**src/rtl/mc_main_control.sv**
```systemverilog
// Multicycle MIPS main control FSM: sequences fetch/decode/execute/memory/writeback and drives datapath controls.
// Optional JUMP state is built in when MC_JUMP_EN is defined.
module mc_main_control #(
    parameter logic [5:0] OP_RTYPE = 6'b000000,
    parameter logic [5:0] OP_LW    = 6'b100011,
    parameter logic [5:0] OP_SW    = 6'b101011,
    parameter logic [5:0] OP_BEQ   = 6'b000100,
    parameter logic [5:0] OP_ADDI  = 6'b001000,
    parameter logic [5:0] OP_J     = 6'b000010
) (
    input  logic       clk,
    input  logic       reset,
    input  logic [5:0] op,
    input  logic       zero,
    output logic       pcen,
    output logic       memwrite,
    output logic       irwrite,
    output logic       regwrite,
    output logic       iord,
    output logic       memtoreg,
    output logic       regdst,
    output logic       alusrca,
    output logic [1:0] alusrcb,
    output logic [1:0] pcsrc,
    output logic       aluop1,
    output logic       aluop0,
    output logic       illegal,
    output logic [3:0] state
);

    localparam logic [3:0] S_FETCH  = 4'd0;
    localparam logic [3:0] S_DECODE = 4'd1;
    localparam logic [3:0] S_MEMADR = 4'd2;
    localparam logic [3:0] S_MEMRD  = 4'd3;
    localparam logic [3:0] S_MEMWB  = 4'd4;
    localparam logic [3:0] S_MEMWR  = 4'd5;
    localparam logic [3:0] S_EXEC   = 4'd6;
    localparam logic [3:0] S_ALUWB  = 4'd7;
    localparam logic [3:0] S_BRANCH = 4'd8;
    localparam logic [3:0] S_ADDIEX = 4'd9;
    localparam logic [3:0] S_ADDIWB = 4'd10;
`ifdef MC_JUMP_EN
    localparam logic [3:0] S_JUMP   = 4'd11;
`endif

    logic [3:0] state_reg;
    logic [3:0] state_next;
    logic       pcwrite;
    logic       branch;

    always_ff @(posedge clk or posedge reset) begin
        if (reset) begin
            state_reg <= S_FETCH;
        end else begin
            state_reg <= state_next;
        end
    end

    always_comb begin
        state_next = S_FETCH;
        case (state_reg)
            S_FETCH:  state_next = S_DECODE;
            S_DECODE: begin
                case (op)
                    OP_LW, OP_SW: state_next = S_MEMADR;
                    OP_RTYPE:     state_next = S_EXEC;
                    OP_BEQ:       state_next = S_BRANCH;
                    OP_ADDI:      state_next = S_ADDIEX;
`ifdef MC_JUMP_EN
                    OP_J:         state_next = S_JUMP;
`endif
                    default:      state_next = S_FETCH;
                endcase
            end
            // op is held in the IR for the whole instruction, so it is safe to re-examine here
            S_MEMADR: state_next = (op == OP_SW) ? S_MEMWR : S_MEMRD;
            S_MEMRD:  state_next = S_MEMWB;
            S_EXEC:   state_next = S_ALUWB;
            S_ADDIEX: state_next = S_ADDIWB;
            default:  state_next = S_FETCH;
        endcase
    end

    always_comb begin
        memwrite = 1'b0;
        irwrite  = 1'b0;
        regwrite = 1'b0;
        iord     = 1'b0;
        memtoreg = 1'b0;
        regdst   = 1'b0;
        alusrca  = 1'b0;
        alusrcb  = 2'b00;
        pcsrc    = 2'b00;
        aluop1   = 1'b0;
        aluop0   = 1'b0;
        illegal  = 1'b0;
        pcwrite  = 1'b0;
        branch   = 1'b0;
        // Reset masks every output so the FETCH decode cannot leak irwrite/pcen while held
        if (!reset) begin
            case (state_reg)
                S_FETCH: begin
                    alusrcb = 2'b01;
                    irwrite = 1'b1;
                    pcwrite = 1'b1;
                end
                S_DECODE: begin
                    alusrcb = 2'b11;
                    case (op)
                        OP_LW, OP_SW, OP_RTYPE, OP_BEQ, OP_ADDI: illegal = 1'b0;
`ifdef MC_JUMP_EN
                        OP_J:    illegal = 1'b0;
`else
                        OP_J:    illegal = 1'b1;
`endif
                        default: illegal = 1'b1;
                    endcase
                end
                S_MEMADR: begin
                    alusrca = 1'b1;
                    alusrcb = 2'b10;
                end
                S_MEMRD:  iord = 1'b1;
                S_MEMWB: begin
                    memtoreg = 1'b1;
                    regwrite = 1'b1;
                end
                S_MEMWR: begin
                    iord     = 1'b1;
                    memwrite = 1'b1;
                end
                S_EXEC: begin
                    alusrca = 1'b1;
                    aluop1  = 1'b1;
                end
                S_ALUWB: begin
                    regdst   = 1'b1;
                    regwrite = 1'b1;
                end
                S_BRANCH: begin
                    alusrca = 1'b1;
                    aluop0  = 1'b1;
                    pcsrc   = 2'b01;
                    branch  = 1'b1;
                end
                S_ADDIEX: begin
                    alusrca = 1'b1;
                    alusrcb = 2'b10;
                end
                S_ADDIWB: regwrite = 1'b1;
`ifdef MC_JUMP_EN
                S_JUMP: begin
                    pcsrc   = 2'b10;
                    pcwrite = 1'b1;
                end
`endif
                default: ;
            endcase
        end
        pcen = pcwrite | (branch & zero);
    end

    assign state = state_reg;

endmodule

```
**config.mk**
```make
export PLATFORM = sky130hd
export DESIGN_NAME = mc_main_control
export DESIGN_NICKNAME = d
export VERILOG_FILES = /design/src/rtl/mc_main_control.sv
export SDC_FILE = /design/constraint.sdc
export NUM_CORES = 1
export LEC_CHECK = 0
export ABC_AREA = 1
export CAP_MARGIN = 10
export CORE_MARGIN = 10
export CORE_UTILIZATION = 36
export CTS_BUF_LIST = sky130_fd_sc_hd__clkbuf_4 sky130_fd_sc_hd__clkbuf_8 sky130_fd_sc_hd__clkbuf_16
export CTS_CLUSTER_SIZE = 40
export DETAILED_ROUTE_END_ITERATION = 6
export HOLD_SLACK_MARGIN = 0.12
export PLACE_DENSITY = 0.78
export SLEW_MARGIN = 20
export SYNTH_ARGS = -nofsm -noshare
export SYNTH_HDL_FRONTEND = slang
export SYNTH_SLANG_ARGS = --single-unit
```
**constraint.sdc**
```tcl
create_clock -name clk -period 1.33 [get_ports clk]
set_input_delay 0.266 -clock clk [delete_from_list [all_inputs] [get_ports clk]]
set_output_delay 0.266 -clock clk [all_outputs]
set_load 0.01 [all_outputs]
```
==> results by group <==
Power and ir drop
  • Leakage: 0.602 nW
  • VDD IR-drop max: 0.755 mV
  • Pwr Density: 1360 nW/um^2
  • Final Power: 1.42 mW

CTS
  • Number of H-tree levels: 1
  • Clk pin slew, worst setup/hold paths: 40 ps
  • CTS Hold Bufs: 0
  • Total CTS buffers: 3
  • Clk root buf: clkbuf_4
  • Clock Latency Late Sink: 240 ps
  • Total clock sinks: 4
  • CTS tree: built
  • CTS max path bufs: 2

Yosys
  • Synthesized netlist cell count: 90
  • Top post-synthesis cells by area: dfrtp_1 21%, nand2_1 18%, nor2_1 16%
  • Post-synthesis sequential area ratio: 21.4%
  • Warnings, synthesis: 0
  • Synth top area share: 21.4%
  • FF+latch count, synth: 4
  • Synth Net Count: 99
  • Post-Syn Area: 468 um^2
  • Syn avg cell area: 5.20 um^2
  • Largest area contributor in the netlist: dfrtp_1
  • Unique masters post-synth: 15

Final layout
  • Area Growth Syn to Fin: 123%
  • Largest register FFs: 4
  • Design area: 1040 um^2
  • Final nets: 157
  • Layout cells sized above 1: 56.8%
  • N_diodes: 0
  • Post-Layout Cell Count: 160
  • Fill cell count: 60
  • Final core area utilization: 89.2%

Setup path
  • Top delay family on crit path: buffers and inverters
  • WS Path Type: in2out
  • Worst R2R Start: state[1]
  • Slowest Stage Delay on Critical Path: 530 ps
  • Worst setup path startpoint: op[4]
  • Worst setup SP type: input pin
  • CP max stage cell: clkdlybuf4s50_1
  • Critical Path AT: 1390 ps
  • Crit-path max FO: 3
  • CP Capture Type: output port
  • WP buf/inv: 3
  • CP Data Required Time: 1060 ps
  • CP cell instances: clkdlybuf4s50_1 > inv_1 > nand2_1 > nor2_1 > o21ai_1 > nand2_1 > nor2_1 > buf_2

Drt
  • Routed length per placed instance: 16.4 um
  • Vias per cell: 5.18
  • Drt drc: 0
  • Vias: 828
  • WL met2: 1400 um
  • Max layer used: met4
  • Routed wl met3: 150 um
  • Wl on met1: 934 um
  • First DRT Iteration DRCs: 48
  • Post-Route WL: 2620 um
  • Post-route ant nets: 0
  • Pre-antenna DRT Iters: 4

Timing
  • Fin worst setup slack: -324 ps
  • Post-Route Setup TNS: -3600 ps
  • Fmax: 0.604 GHz
  • Worst Skew: 6.18 ps
  • Post-route clock period utilization: 124%
  • Endpoints failing hold: 0
  • Hold Slack: 375 ps
  • Final slew viol count: 0
  • Setup violators final: 18
  • RSZ-0062 raised after global routing: true
  • Min Tclk post-route: 1650 ps

Run status
  • Failing checks: negative setup slack
  • Status: complete, but fails checks

Die
  • I/O Pins: 28
  • Initial Utilization: 40.0%
  • Row count: 12
  • Die area: 3140 um^2
  • Die Wd: 56.1 um
  • Core Region: 1170 um^2
  • DIE HEIGHT: 56.1 um

Place
  • Post-Place Setup Slack: -701 ps
  • Post-DP HPWL: 1530 um
  • Placed Cells incl. Taps: 148
  • RePlAce Congestion: 0.828
  • Post-DP Area: 891 um^2
  • IO buf count: 26

Run
  • Max Cap Viol: 0

Global routing
  • GRT Util Overall: 14.3%
  • Vias in the first global route: 850
  • Largest net degree at the start of global routing: 6
  • GRT overflow: 0
  • Initial antenna violation count: 0
  • First-pass GRT wire length: 3700 um

Worst hold path
  • Worst hold path class: in2async
## placed cells by master (no fill, tap or decap)
master,n
nor3_1,1
buf_12,1
nor2_1,13
nand2_2,6
conb_1,1
nand2_1,15
inv_4,1
buf_4,24
buf_6,8
nand3b_1,1
a21oi_1,1
dfrtp_2,4
nor2_4,7
nand3_1,8
dlygate4sd2_1,4
buf_2,14
nand2_4,3
clkbuf_4,3
a21oi_2,3
clkdlybuf4s50_1,5
o21ai_0,1
o21ai_1,3
inv_2,5
nor3_2,1
nor2_2,3
inv_1,10
## report_power, final
part,total [mW],switching [mW],internal [mW]
Combinational,1.04,0.537,0.503
Sequential,0.231,0.0720,0.159
Clock,0.149,0.0479,0.101
Total,1.42,0.657,0.763
## worst register-to-register path, stage by stage (launching register included)
cell,delay [ps]
dfrtp_2,460
nor2_4,220
nand2_2,110
buf_4,140
buf_4,130
o21ai_1,200
## kinds of logic after synthesis
logic type	synth area share [%]
AND/OR/NAND/NOR	52.1
buffers and inverters	17.1
AO/OA/AOI/OAI	8.56
flip-flops	21.4
other	0.801
## routing by layer
metal	GRT usage [%]	vias to the layer above
met5	0	-
met4	12.6	0
met3	4.10	14
met2	25.7	58
met1	12.5	371
li1	-	385
## what timing repair did
item	4_1_cts	5_1_grt
pin swaps	10	9
buffers inserted	6	2
gates resized for setup	101	19
setup endpoints to repair	18	20
cloned	1	0
## synthesized netlist by cell type
cell	number
nand2_1	23
nor2_1	20
inv_1	15
nand3_1	8
a21oi_1	4
dfrtp_1	4
o21ai_0	4
nor2_2	3
buf_4	2
nor3_1	2
buf_2	1
conb_1	1
inv_2	1
nand2_2	1
nand3b_1	1
## cell type report
cell class / count / area, um^2 / share of cell area, %
multi-input cells: 67 / 392 / 37.5
inverters: 16 / 62.6 / 5.99
clock buffers: 3 / 22.5 / 2.16
repair buffers: 56 / 445 / 42.6
well taps: 14 / 17.5 / 1.68
flip-flops and latches: 4 / 105 / 10.1
## worst paths after layout
| kind | to | slack, ps | depth (start not counted) |
|---|---|---|---|
| worst max-delay path | illegal | -320 | 8 |
| worst min-delay path | state[2] | 380 | 4 |
| worst max register to register | state[3] | -40 | 5 |
| worst min register to register | state[3] | 750 | 3 |
| max in group asynchronous | state[0] | 840 | 4 |
| min in group clk | state[2] | 610 | 5 |
No activity file was read; power rests on OpenSTA's default activity.
